## src/rtl/ppi_bus_ctrl_pkg.sv

```systemverilog
// Shared definitions for the 8255A PPI bus-side control stage:
// register address codes, reset control word, FSM encoding and
// control word bit positions.
package ppi_bus_ctrl_pkg;

    // CPU register address codes on A[1:0]
    localparam logic [1:0] PPI_A_PA = 2'b00;
    localparam logic [1:0] PPI_A_PB = 2'b01;
    localparam logic [1:0] PPI_A_PC = 2'b10;
    localparam logic [1:0] PPI_A_CW = 2'b11;

    // Mode 0, all ports input
    localparam logic [7:0] CW_RESET_DEFAULT = 8'h9B;

    // Control word bit positions
    localparam int CW_MODE_FLAG = 7;
    localparam int BSR_BIT_MSB  = 3;
    localparam int BSR_BIT_LSB  = 1;
    localparam int BSR_VAL      = 0;

    // Bus cycle FSM states
    typedef enum logic [1:0] {
        ST_IDLE   = 2'd0,
        ST_WRITE  = 2'd1,
        ST_COMMIT = 2'd2,
        ST_READ   = 2'd3
    } state_t;

    // Read-back multiplexer; the control register is not readable.
    function automatic logic [7:0] f_rd_mux(input logic [1:0] a,
                                            input logic [7:0] pa,
                                            input logic [7:0] pb,
                                            input logic [7:0] pc);
        logic [7:0] v;
        case (a)
            PPI_A_PA: v = pa;
            PPI_A_PB: v = pb;
            PPI_A_PC: v = pc;
            default:  v = 8'h00;
        endcase
        return v;
    endfunction

endpackage

```

## src/rtl/ppi_sync.sv

```systemverilog
// Multi-flop synchroniser for an active-low asynchronous CPU strobe.
// Resets to 1 so the strobe reads as inactive while Reset is held.
module ppi_sync #(
    parameter int SYNC_STAGES = 2
) (
    input  logic clk,
    input  logic Reset,
    input  logic i_async,
    output logic o_sync
);

    logic [SYNC_STAGES-1:0] r_chain;

    // Shift the asynchronous pin through the flop chain
    always_ff @(posedge clk) begin
        if (Reset) begin
            r_chain <= '1;
        end else begin
            r_chain <= {r_chain[SYNC_STAGES-2:0], i_async};
        end
    end

    assign o_sync = r_chain[SYNC_STAGES-1];

endmodule

```

## src/rtl/ppi_bus_ctrl.sv

```systemverilog
// Bus-side control stage of the 8255A PPI. Synchronises the CPU strobes,
// owns the control word register, turns each completed write into a
// one-clock strobe and drives the registered read-back path.
// SYNC_STAGES must be in 2..4.
module ppi_bus_ctrl
    import ppi_bus_ctrl_pkg::*;
#(
    parameter int         SYNC_STAGES = 2,
    parameter logic [7:0] CW_RESET    = CW_RESET_DEFAULT
) (
    input  logic       clk,
    input  logic       Reset,
    input  logic       nCs,
    input  logic       nRd,
    input  logic       nWr,
    input  logic [1:0] A,
    input  logic [7:0] d_in,
    input  logic [7:0] rd_pa,
    input  logic [7:0] rd_pb,
    input  logic [7:0] rd_pc,
    output logic [7:0] d_out,
    output logic       d_oe,
    output logic [7:0] controlword,
    output logic [7:0] wr_data,
    output logic       pa_wr_stb,
    output logic       pb_wr_stb,
    output logic       pc_wr_stb,
    output logic       mode_set_stb,
    output logic       pc_bsr_stb,
    output logic [2:0] pc_bsr_bit,
    output logic       pc_bsr_val
);

    logic       w_s_cs;
    logic       w_s_rd;
    logic       w_s_wr;
    state_t     r_state;
    state_t     w_state_nxt;
    logic       w_commit;
    logic       w_latch;
    logic       w_rd_active;

    logic [1:0] r_a_q;
    logic [7:0] r_wr_data;
    logic [7:0] r_cw;
    logic       r_pa_stb;
    logic       r_pb_stb;
    logic       r_pc_stb;
    logic       r_mode_stb;
    logic       r_bsr_stb;
    logic [2:0] r_bsr_bit;
    logic       r_bsr_val;
    logic [7:0] r_d_out;
    logic       r_d_oe;

    ppi_sync #(.SYNC_STAGES(SYNC_STAGES)) u_sync_cs (
        .clk(clk), .Reset(Reset), .i_async(nCs), .o_sync(w_s_cs)
    );
    ppi_sync #(.SYNC_STAGES(SYNC_STAGES)) u_sync_rd (
        .clk(clk), .Reset(Reset), .i_async(nRd), .o_sync(w_s_rd)
    );
    ppi_sync #(.SYNC_STAGES(SYNC_STAGES)) u_sync_wr (
        .clk(clk), .Reset(Reset), .i_async(nWr), .o_sync(w_s_wr)
    );

    // Bus cycle state register
    always_ff @(posedge clk) begin
        if (Reset) begin
            r_state <= ST_IDLE;
        end else begin
            r_state <= w_state_nxt;
        end
    end

    // Next-state decode; write wins over a simultaneous read, control reads are ignored
    always_comb begin
        w_state_nxt = r_state;
        w_commit    = 1'b0;
        case (r_state)
            ST_IDLE: begin
                if (!w_s_cs && !w_s_wr) begin
                    w_state_nxt = ST_WRITE;
                end else if (!w_s_cs && !w_s_rd && (A != PPI_A_CW)) begin
                    w_state_nxt = ST_READ;
                end
            end
            ST_WRITE: begin
                if (w_s_wr || w_s_cs) begin
                    w_state_nxt = ST_COMMIT;
                    w_commit    = 1'b1;
                end
            end
            ST_COMMIT: w_state_nxt = ST_IDLE;
            ST_READ: begin
                if (w_s_rd || w_s_cs) begin
                    w_state_nxt = ST_IDLE;
                end
            end
            default: w_state_nxt = ST_IDLE;
        endcase
    end

    // Sampling on the IDLE->WRITE edge too keeps a one-cycle write from using stale data
    assign w_latch     = (w_state_nxt == ST_WRITE);
    assign w_rd_active = (w_state_nxt == ST_READ);

    // Write capture and trailing-edge decode into one-clock strobes
    always_ff @(posedge clk) begin
        if (Reset) begin
            r_a_q      <= PPI_A_PA;
            r_wr_data  <= 8'h00;
            r_cw       <= CW_RESET;
            r_pa_stb   <= 1'b0;
            r_pb_stb   <= 1'b0;
            r_pc_stb   <= 1'b0;
            r_mode_stb <= 1'b0;
            r_bsr_stb  <= 1'b0;
            r_bsr_bit  <= 3'd0;
            r_bsr_val  <= 1'b0;
        end else begin
            r_pa_stb   <= 1'b0;
            r_pb_stb   <= 1'b0;
            r_pc_stb   <= 1'b0;
            r_mode_stb <= 1'b0;
            r_bsr_stb  <= 1'b0;
            if (w_latch) begin
                r_a_q     <= A;
                r_wr_data <= d_in;
            end
            if (w_commit) begin
                case (r_a_q)
                    PPI_A_PA: r_pa_stb <= 1'b1;
                    PPI_A_PB: r_pb_stb <= 1'b1;
                    PPI_A_PC: r_pc_stb <= 1'b1;
                    default: begin
                        if (r_wr_data[CW_MODE_FLAG]) begin
                            r_cw       <= r_wr_data;
                            r_mode_stb <= 1'b1;
                        end else begin
                            r_bsr_stb <= 1'b1;
                            r_bsr_bit <= r_wr_data[BSR_BIT_MSB:BSR_BIT_LSB];
                            r_bsr_val <= r_wr_data[BSR_VAL];
                        end
                    end
                endcase
            end
        end
    end

    // Read-back path follows live port data while a read is in progress
    always_ff @(posedge clk) begin
        if (Reset) begin
            r_d_oe  <= 1'b0;
            r_d_out <= 8'h00;
        end else begin
            r_d_oe  <= w_rd_active;
            r_d_out <= w_rd_active ? f_rd_mux(A, rd_pa, rd_pb, rd_pc) : 8'h00;
        end
    end

    assign d_out        = r_d_out;
    assign d_oe         = r_d_oe;
    assign controlword  = r_cw;
    assign wr_data      = r_wr_data;
    assign pa_wr_stb    = r_pa_stb;
    assign pb_wr_stb    = r_pb_stb;
    assign pc_wr_stb    = r_pc_stb;
    assign mode_set_stb = r_mode_stb;
    assign pc_bsr_stb   = r_bsr_stb;
    assign pc_bsr_bit   = r_bsr_bit;
    assign pc_bsr_val   = r_bsr_val;

endmodule

```

## config.mk

```make
export PLATFORM = sky130hd
export DESIGN_NAME = ppi_bus_ctrl
export DESIGN_NICKNAME = d
export VERILOG_FILES = /design/src/rtl/ppi_bus_ctrl_pkg.sv /design/src/rtl/ppi_sync.sv /design/src/rtl/ppi_bus_ctrl.sv
export SDC_FILE = /design/constraint.sdc
export NUM_CORES = 1
export LEC_CHECK = 0
export CORE_MARGIN = 4
export CORE_UTILIZATION = 60
export CTS_CLUSTER_DIAMETER = 40
export DETAILED_ROUTE_END_ITERATION = 10
export DONT_BUFFER_PORTS = 1
export GPL_ROUTABILITY_DRIVEN = 0
export PLACE_DENSITY = 0.76
export REMOVE_ABC_BUFFERS = 1
export SLEW_MARGIN = 5
export SYNTH_ARGS = -nofsm -noshare
export SYNTH_HDL_FRONTEND = slang
export SYNTH_SLANG_ARGS = --single-unit
```

## constraint.sdc

```tcl
create_clock -name clk -period 3.1 [get_ports clk]
set_input_delay 0.62 -clock clk [delete_from_list [all_inputs] [get_ports clk]]
set_output_delay 0.62 -clock clk [all_outputs]
set_load 0.02 [all_outputs]
```

* Yosys cells after proc, flatten, opt, wreduce, memory -nomap -nowiden *
Index checks and enable logic that the tools add are counted.

word-level totals
  bits of input ports = 39
  word-level logic and storage cells = 60
  output and inout bits = 34
  register bits after elaboration = 43

cells by class
  eq/ne operators = 10
  bitwise logic cells = 4
  mux-type cells = 13
  reductions and logical operators = 17

operators with widths
  kind                                                  count
  one-hot mux 8 bit (3 select lines)                    1
  equality test 2 bit (second input constant)           5
  equality test 2 x 1 -> 1 bit (second input constant)  4
  2-to-1 mux 2 bit                                      4
  one-hot mux 2 bit (4 select lines)                    1
  2-to-1 mux 1 bit                                      7
  zero test 2 bit                                       3
  AND reduction 3 bit                                   2
  OR reduction 5 bit                                    1
  NOT 1 bit                                             4
  OR reduction 2 bit                                    2
  logical AND 1 bit                                     3
  zero test 1 bit                                       3
  OR reduction 3 bit                                    1
  logical OR 1 bit                                      2
  != test 2 bit (second input constant)                 1

* Depth between registers and ports, before layout *
Gate-level depths: netlist (run 1).

  word-level depth = 9
  depth in mapped cells = 5
  depth with buffers taken out = 4

* Cells and area by module *
A second synthesis (run 1) with hierarchy kept.

unflattened totals
  cells, all modules = 187
  area total of the unflattened synthesis = 1,864.3 µm²

by module, submodules not included
  module        cells an instance  area each (µm²)  instances
  ppi_bus_ctrl  175                1,706.6          1
  ppi_sync      4                  52.6             3

* Worst setup path before layout (run 1) *
Ideal clock, no wire load.

  kind = in2reg
  start = in A[0]
  end = reg r_d_out[0], in the netlist d_out[0]
  required time = 3.030 ns
  path slack = 1.615 ns
  library setup time = 0.070 ns
  path buffers = 1
  arrival time = 1.415 ns
  stages on the path = 4
  path through = buf_6 -> a211oi_1 -> a2bb2oi_2 -> a21oi_1

on the way
  word-level cells in the longest chain between the ends = 8
  elaborated cells on any way between the ends = 12
  classes of those cells = eq/ne: 4; mux: 4; bitwise: 1; reduce/logical: 3

ends and longest elaborated chain
  element                              RTL line             text
  start: declaration                   ppi_bus_ctrl.sv:16   input logic [1:0] A,
  != test 2 bit                        ppi_bus_ctrl.sv:83   end else if (!w_s_cs && !w_s_rd && (A != PPI_A_CW)) begin
  logical AND 1 bit                    ppi_bus_ctrl.sv:83
  2-to-1 mux 2 bit                     ppi_bus_ctrl.sv:83
  2-to-1 mux 2 bit                     ppi_bus_ctrl.sv:81   if (!w_s_cs && !w_s_wr) begin
  one-hot mux 2 bit (4 select lines)   ppi_bus_ctrl.sv:79   case (r_state)
  equality test 2 bit                  ppi_bus_ctrl.sv:105  assign w_rd_active = (w_state_nxt == ST_READ);
  NOT 1 bit (no source line)           -
  OR reduction 2 bit (no source line)  -
  end signal: assignment               ppi_bus_ctrl.sv:157  r_d_out <= w_rd_active ? f_rd_mux(A, rd_pa, rd_pb, rd_pc) : 8'h00;
  end: declaration                     ppi_bus_ctrl.sv:53   logic [7:0] r_d_out;

Parallel ways exist; a longest one is shown, timed or not.
A chain may end at the register's enable or synchronous reset.

* Worst setup path after layout (run 1) *
  start = reg r_wr_data[7], in the netlist wr_data[7]
  end = out wr_data[7]

RTL lines
  element                   RTL line             text
  start: declaration        ppi_bus_ctrl.sv:44   logic [7:0] r_wr_data;
  start signal: assignment  ppi_bus_ctrl.sv:128  r_wr_data <= d_in;
  end: declaration          ppi_bus_ctrl.sv:24   output logic [7:0] wr_data,

No word-level cell between the ends.

==> impl_metrics.tcl, run 1 <==
set metrics [dict create \
    status "finished, final reports clean" \
    grtUsageTotal_pct 17.65 \
    final_antenna_net_count 0 \
    antenna_found_initial 0 \
    post-cts-setup-buffers 0 \
    p_leak_nw 0.6369 \
    hold_viol_final 0 \
    wirelength_microns 3107 \
    clockBufferDepth 2 \
    end_kind "output pin" \
    fin_nets 226 \
    synth_top_family_by_area "simple AND/OR/NAND/NOR gates" \
    p_sw_share_pct 21.09 \
    cts.sinks 43 \
    overflow 0 \
    clkLatencyLatePin_ns 0.34 \
    root_buffer "clkbuf_4" \
    tightest_slew_ns 0.6609 \
    fin_crit_ns 1.552 \
    setup-tns-final_ns 0 \
    path_clk_slew_ns 0.12 \
    p_int_uw 682.1 \
    power.density_nw_per_um2 481.4 \
    die_w_microns 62.03 \
    hold_buffers 0 \
    die_y_microns 62.03 \
    grt_max_degree 43 \
    syn2layout_area_growth_pct 2.500 \
    io_pins 73 \
    die_area_sq_um 3848 \
    ys_seq_area_share_pct 49.14 \
    p_seq_share_pct 65.1 \
    finalClockSkew_ns 0.009329 \
    synth_cells 186 \
    dp.final_hpwl_microns 2294 \
    synthAdderAreaFrac_pct 2.857 \
    setup_viol 0 \
    grt_first_pass_wirelength_microns 4954 \
    path_class "flip-flop to output pin" \
    start_util_pct 62.98 \
    yosysUniqueCellTypes 33 \
    setup.worst_path.start "wr_data[7]$_SDFFE_PP0N_" \
    post_drt_wl_per_cell_microns 14.52 \
    synth-seq-cells 43 \
    vias 1185 \
    p_comb_share_pct 3.5 \
    ys_warn_count 0 \
    grt_pass1_vias 1117 \
    numCtsBuffers 5 \
    maxSlewHeadroom_pct 55.70 \
    rsz0062_at_grt "false" \
    synthXorXnorAreaFrac_pct 0 \
    drv_slew 0 \
    syn_area_per_cell_sq_um 9.418 \
    cts-htree-levels 2 \
    fin_crit_sh_pct 50.05 \
    nFillCells 236 \
    diodes 0 \
    drtPass1Iterations 4 \
    p_sw_uw 182.3 \
    r2r_start "wr_data[7]$_SDFFE_PP0N_" \
    path_max_fanout 6 \
    portBuffers 0 \
    ctsResizeCount 0 \
    place_area_sq_um 1739 \
    pwr-share-clk_pct 31.4 \
    ir_worst_vdd_v 0.0003466 \
    cts_tree "done" \
    finalInstanceArea_sq_um 1795 \
    min_delay_path_depth 1 \
    rr_worst_depth 3 \
    worst_hold_startpoint "Reset" \
    min_path_type "primary input to flip-flop" \
    drc_errors 0 \
    syn_area_sq_um 1752 \
    critPathLaunchType "flip-flop" \
    rows 19 \
    worstSetupPathDepth 0 \
    core_sq_um 2781 \
    drt_iter0_markers 51 \
    synthMuxAreaShare_pct 10.86 \
    maxCapViolCount 0 \
    required_ns 2.48 \
    drive_above_1_share_pct 14.21 \
    vias_per_cell 5.537 \
    max_freq_mhz 644.5 \
    synth_compound_area_share_pct 8.071 \
    yosys.area_share.simple_pct 25.07 \
    cp.arrival_ns 0.93 \
]
-- placed cells by master, fill, tap and decap left out, types with 2 or more instances in the layout --
master	n
nand2b_1	13
clkbuf_4	5
ha_1	4
mux2i_1	19
nor2_1	10
dfxtp_1	43
a21oi_1	18
or2_2	14
inv_1	4
a31oi_1	2
nand2_1	29
and2_1	3
-- power groups by stage --
stage                     combinational, mW  sequential [mW]  clock (mW)
final                                0.0303            0.563       0.271
after global routing                 0.0340            0.565       0.304
after CTS                            0.0306            0.563       0.278
after detailed placement             0.0305            0.576           0
after global placement               0.0293            0.575           0
after floorplan                      0.0277            0.575           0
-- registers in the layout, indices dropped and copies added (netlist names), 2 cells and up --
signal and cells:
r_a_q 2, u_sync_rd.r_chain 2, wr_data 8, controlword 7
pc_bsr_bit 3, u_sync_cs.r_chain 2, d_out 8, u_sync_wr.r_chain 2
r_state 2
-- stage by stage --
stage	setup WS, ns	power (mW)	hold WS (ns)	instances	util [%]
final	1.548	0.8643	0.3283	214	64.55
after global placement	1.707	0.6046	0.3917	207	62.53
after CTS	1.534	0.8721	0.3164	214	64.55
after floorplan	1.758	0.6023	0.3895	176	-
after detailed placement	1.626	0.6062	0.3932	207	62.53
after global routing	1.495	0.9022	0.2993	214	64.55
-- cell usage after synthesis, drive strengths merged --
library cell   n  area, sq um
dfxtp         43        860.8
nand2         29        108.9
mux2i         19        190.2
a21oi         18        90.09
or2           14        87.58
nand2b        13        81.33
nor2          11        43.80
buf            5        32.53
clkbuf         5        18.77
ha             4        50.05
inv            4        15.01
and2           3        18.77
a31oi          2        12.51
nor3           2        15.01
nor4b          2        32.53
a211oi         1        7.510
a2bb2oi        1        15.01
and3           1        6.260
and3b          1        8.760
conb           1        3.750
nand3          1        5.000
nand3b         1        7.510
nand4bb        1        11.26
nor2b          1        6.260
o211ai         1        7.510
o21ai          1        8.760
or3            1        6.260
-- layer usage --
layer / vias to the layer above / part of all wire (%) / GRT usage (%)
met3: 6 / 7.6 / 6.612
met1: 532 / 41 / 20.86
li1: 606 / - / -
met2: 41 / 50 / 28.25
met4: 0 / 1.5 / 8.182
met5: - / 0 / 0
-- final timing paths --
check | to | slack, ns
worst min-delay path | wr_data[4]$_SDFFE_PP0N_ | 0.33
worst min register to register | u_sync_cs.r_chain[1]$_SDFF_PP1_ | 0.42
worst max register to register | controlword[5]$_SDFFE_PP0P_ | 1.66
worst max-delay path | wr_data[7] | 1.55
-- cells by family after synthesis --
| logic type | after synthesis |
|---|---|
| AO/OA/AOI/OAI | 24 |
| adder cells (fa/ha/maj) | 4 |
| buffers and inverters | 14 |
| flip-flops | 43 |
| multiplexers | 19 |
| other | 1 |
| AND/OR/NAND/NOR | 81 |
-- area by class of cell --
| type | count | area, sq um | share of cell area (%) |
|---|---|---|---|
| Sequential cell | 43 | 860.8 | 47.94 |
| Inverter | 4 | 15.01 | 0.8362 |
| Multi-Input combinational cell | 129 | 824.5 | 45.92 |
| Tap cell | 31 | 38.79 | 2.160 |
| Clock buffer | 6 | 51.30 | 2.857 |
| Clock inverter | 1 | 5.005 | 0.2787 |
(Power assumes the default switching activity.)
==> run 2, diff against run 1 <==
--- a/config.mk
+++ b/config.mk
@@ -6,12 +6,12 @@
 export NUM_CORES = 1
 export LEC_CHECK = 0
 export CORE_MARGIN = 4
-export CORE_UTILIZATION = 60
+export CORE_UTILIZATION = 55
 export CTS_CLUSTER_DIAMETER = 40
 export DETAILED_ROUTE_END_ITERATION = 10
 export DONT_BUFFER_PORTS = 1
 export GPL_ROUTABILITY_DRIVEN = 0
-export PLACE_DENSITY = 0.76
+export PLACE_DENSITY = 0.73
 export REMOVE_ABC_BUFFERS = 1
 export SLEW_MARGIN = 5
 export SYNTH_ARGS = -nofsm -noshare
==> constraint.sdc (replaced) <==
create_clock -name clk -period 1.38 [get_ports clk]
set_input_delay 0.276 -clock clk [delete_from_list [all_inputs] [get_ports clk]]
set_output_delay 0.276 -clock clk [all_outputs]
set_load 0.02 [all_outputs]
==> run 2 against run 1 <==
  * Sequential share of layout area fell by 2.0 points
  * Power rose by 130%
  * Via count rose by 4.6%
  * Clock skew rose by 0.0028 ns
  * Setup slack got worse by 1.4 ns
  * Clock power rose by 130%
  * Die area rose by 7.9%
  * Critical path type is now flip-flop to flip-flop
  * Largest power group unchanged
==> impl_metrics.tcl, run 2 (same netlist as run 1, synthesis figures left out) <==
set metrics [dict create \
    final_cell_mix "dfxtp_1, nand2_1, mux2i_1" \
    maxCapViolCount 0 \
    grt_max_degree 32 \
    numCtsBuffers 5 \
    rsz0062_at_grt "false" \
    setup.worst_path.start "r_state[1]$_SDFF_PP0_" \
    vias_per_cell 5.322 \
    grtUsageTotal_pct 17.46 \
    rr_worst_depth 3 \
    required_ns 1.66 \
    hold_viol_final 0 \
    multiInputGateArea_sq_um 840.8 \
    fin_crit_sh_pct 90.90 \
    dp_cells 224 \
    cp_num_buf_inv 0 \
    path_clk_slew_ns 0.11 \
    worst_path_max_delay_cell "dfxtp_1" \
    grt_first_pass_wirelength_microns 5609 \
    fin_cells 233 \
    finalPower_mw 1.956 \
    final.setup.worst_slack_ns 0.1256 \
    end_kind "flip-flop" \
    setup_viol 0 \
    path_cells "nand4bb_1, a2bb2oi_2, a21oi_1" \
    rows 20 \
    drc_errors 0 \
    tightest_slew_ns 0.5335 \
    post_drt_wl_per_cell_microns 14.80 \
    place_ws_ns 0.02478 \
    final_antenna_net_count 0 \
    worstSetupPathDepth 3 \
    finalInstanceArea_sq_um 1878 \
    wirelength_microns 3448 \
    use_met1_pct 20.20 \
    portBuffers 0 \
    cts-htree-levels 2 \
    top_usage_layer "met2" \
    die_w_microns 64.44 \
    vias 1240 \
    grt_pass1_vias 1173 \
    cp_slowest_stage_delay_ns 0.56 \
    critPathTopFamily "flip-flops" \
    nFillCells 272 \
    finalClockSkew_ns 0.01215 \
    power.density_nw_per_um2 1042 \
    final_common_cell "dfxtp_1" \
    final_util_pct 61.52 \
    root_buffer "clkbuf_4" \
    clockBufferDepth 2 \
    critPathLaunchType "flip-flop" \
    cts.sinks 43 \
    start_util_pct 57.38 \
    ir_worst_vdd_v 0.0005195 \
    place_area_sq_um 1785 \
    finalHoldWorstSlack_ns 0.03203 \
    cp.arrival_ns 1.53 \
    seq_area_sq_um 863.3 \
    die_y_microns 64.44 \
    clkLatencyLatePin_ns 0.35 \
    use_met2_pct 28.35 \
    die_area_sq_um 4152 \
    min_path_type "primary input to flip-flop" \
    path_class "flip-flop to flip-flop" \
    p_leak_nw 0.6723 \
    core_sq_um 3053 \
    dp.final_hpwl_microns 2484 \
    rr_endpoint "d_out[4]$_SDFF_PP0_" \
    path_max_fanout 9 \
    overflow 0 \
    antenna_found_initial 0 \
    crit_path_end "d_out[4]$_SDFF_PP0_" \
    fin_crit_ns 1.254 \
    reg2reg_setup_slack_ns 0.13 \
    max_freq_mhz 797.2 \
    maxSlewHeadroom_pct 64.36 \
    io_pins 73 \
    syn2layout_area_growth_pct 7.214 \
    setup-tns-final_ns 0 \
    cts_tree "done" \
    met3_usage_pct 6.586 \
    diodes 0 \
    drtPass1Iterations 4 \
    drt_iter0_markers 41 \
    drive_above_1_share_pct 19.05 \
    r2r_start "r_state[1]$_SDFF_PP0_" \
    fin_nets 232 \
    drv_slew 0 \
    status "finished, final reports clean" \
]
## run 2: layer usage
layer | vias up | part of all wire, %
li1 | 614 | -
met1 | 573 | 40
met2 | 45 | 50
met3 | 8 | 8.2
met4 | 0 | 1.8
met5 | - | 0
## run 2: worst min path at each step
stage	from	to	slack, ns	depth (start not counted)
floorplan	Reset	r_a_q[0]$_SDFFE_PP0N_	0.35	1
global placement	Reset	wr_data[4]$_SDFFE_PP0N_	0.35	1
detailed placement	Reset	wr_data[0]$_SDFFE_PP0N_	0.35	1
CTS	nRd	u_sync_rd.r_chain[0]$_SDFF_PP1_	0.02	1
global route	Reset	u_sync_cs.r_chain[1]$_SDFF_PP1_	0.007	1
finish	nRd	u_sync_rd.r_chain[0]$_SDFF_PP1_	0.03	1
## run 2: layout make-up
cell class	instances	share of cell area [%]
clock buffer	6	2.732
clock inverter	1	0.2665
inverter	4	0.7995
multi-input combinational	129	44.77
sequential	43	45.97
tap	44	2.931
timing repair buffer	6	2.532
## run 2: where the power goes
part           total, mW  switching (mW)  internal [mW]
logic             0.0787          0.0316         0.0471
registers           1.27          0.0135           1.25
clock network      0.611           0.375          0.236
## run 2: worst register-to-register path: stages (launching register included)
cell and delay [ns]:
dfxtp_1 0.56, nand4bb_1 0.24, a2bb2oi_2 0.25, a21oi_1 0.15
## run 2: what timing repair did
action,in CTS,in global routing
pin swaps,1,0
setup endpoints to repair,1,24
cloned,0,0
setup buffers,1,0
endpoints found under the hold margin,12,0
resized for setup,0,5
hold buffers,1,0
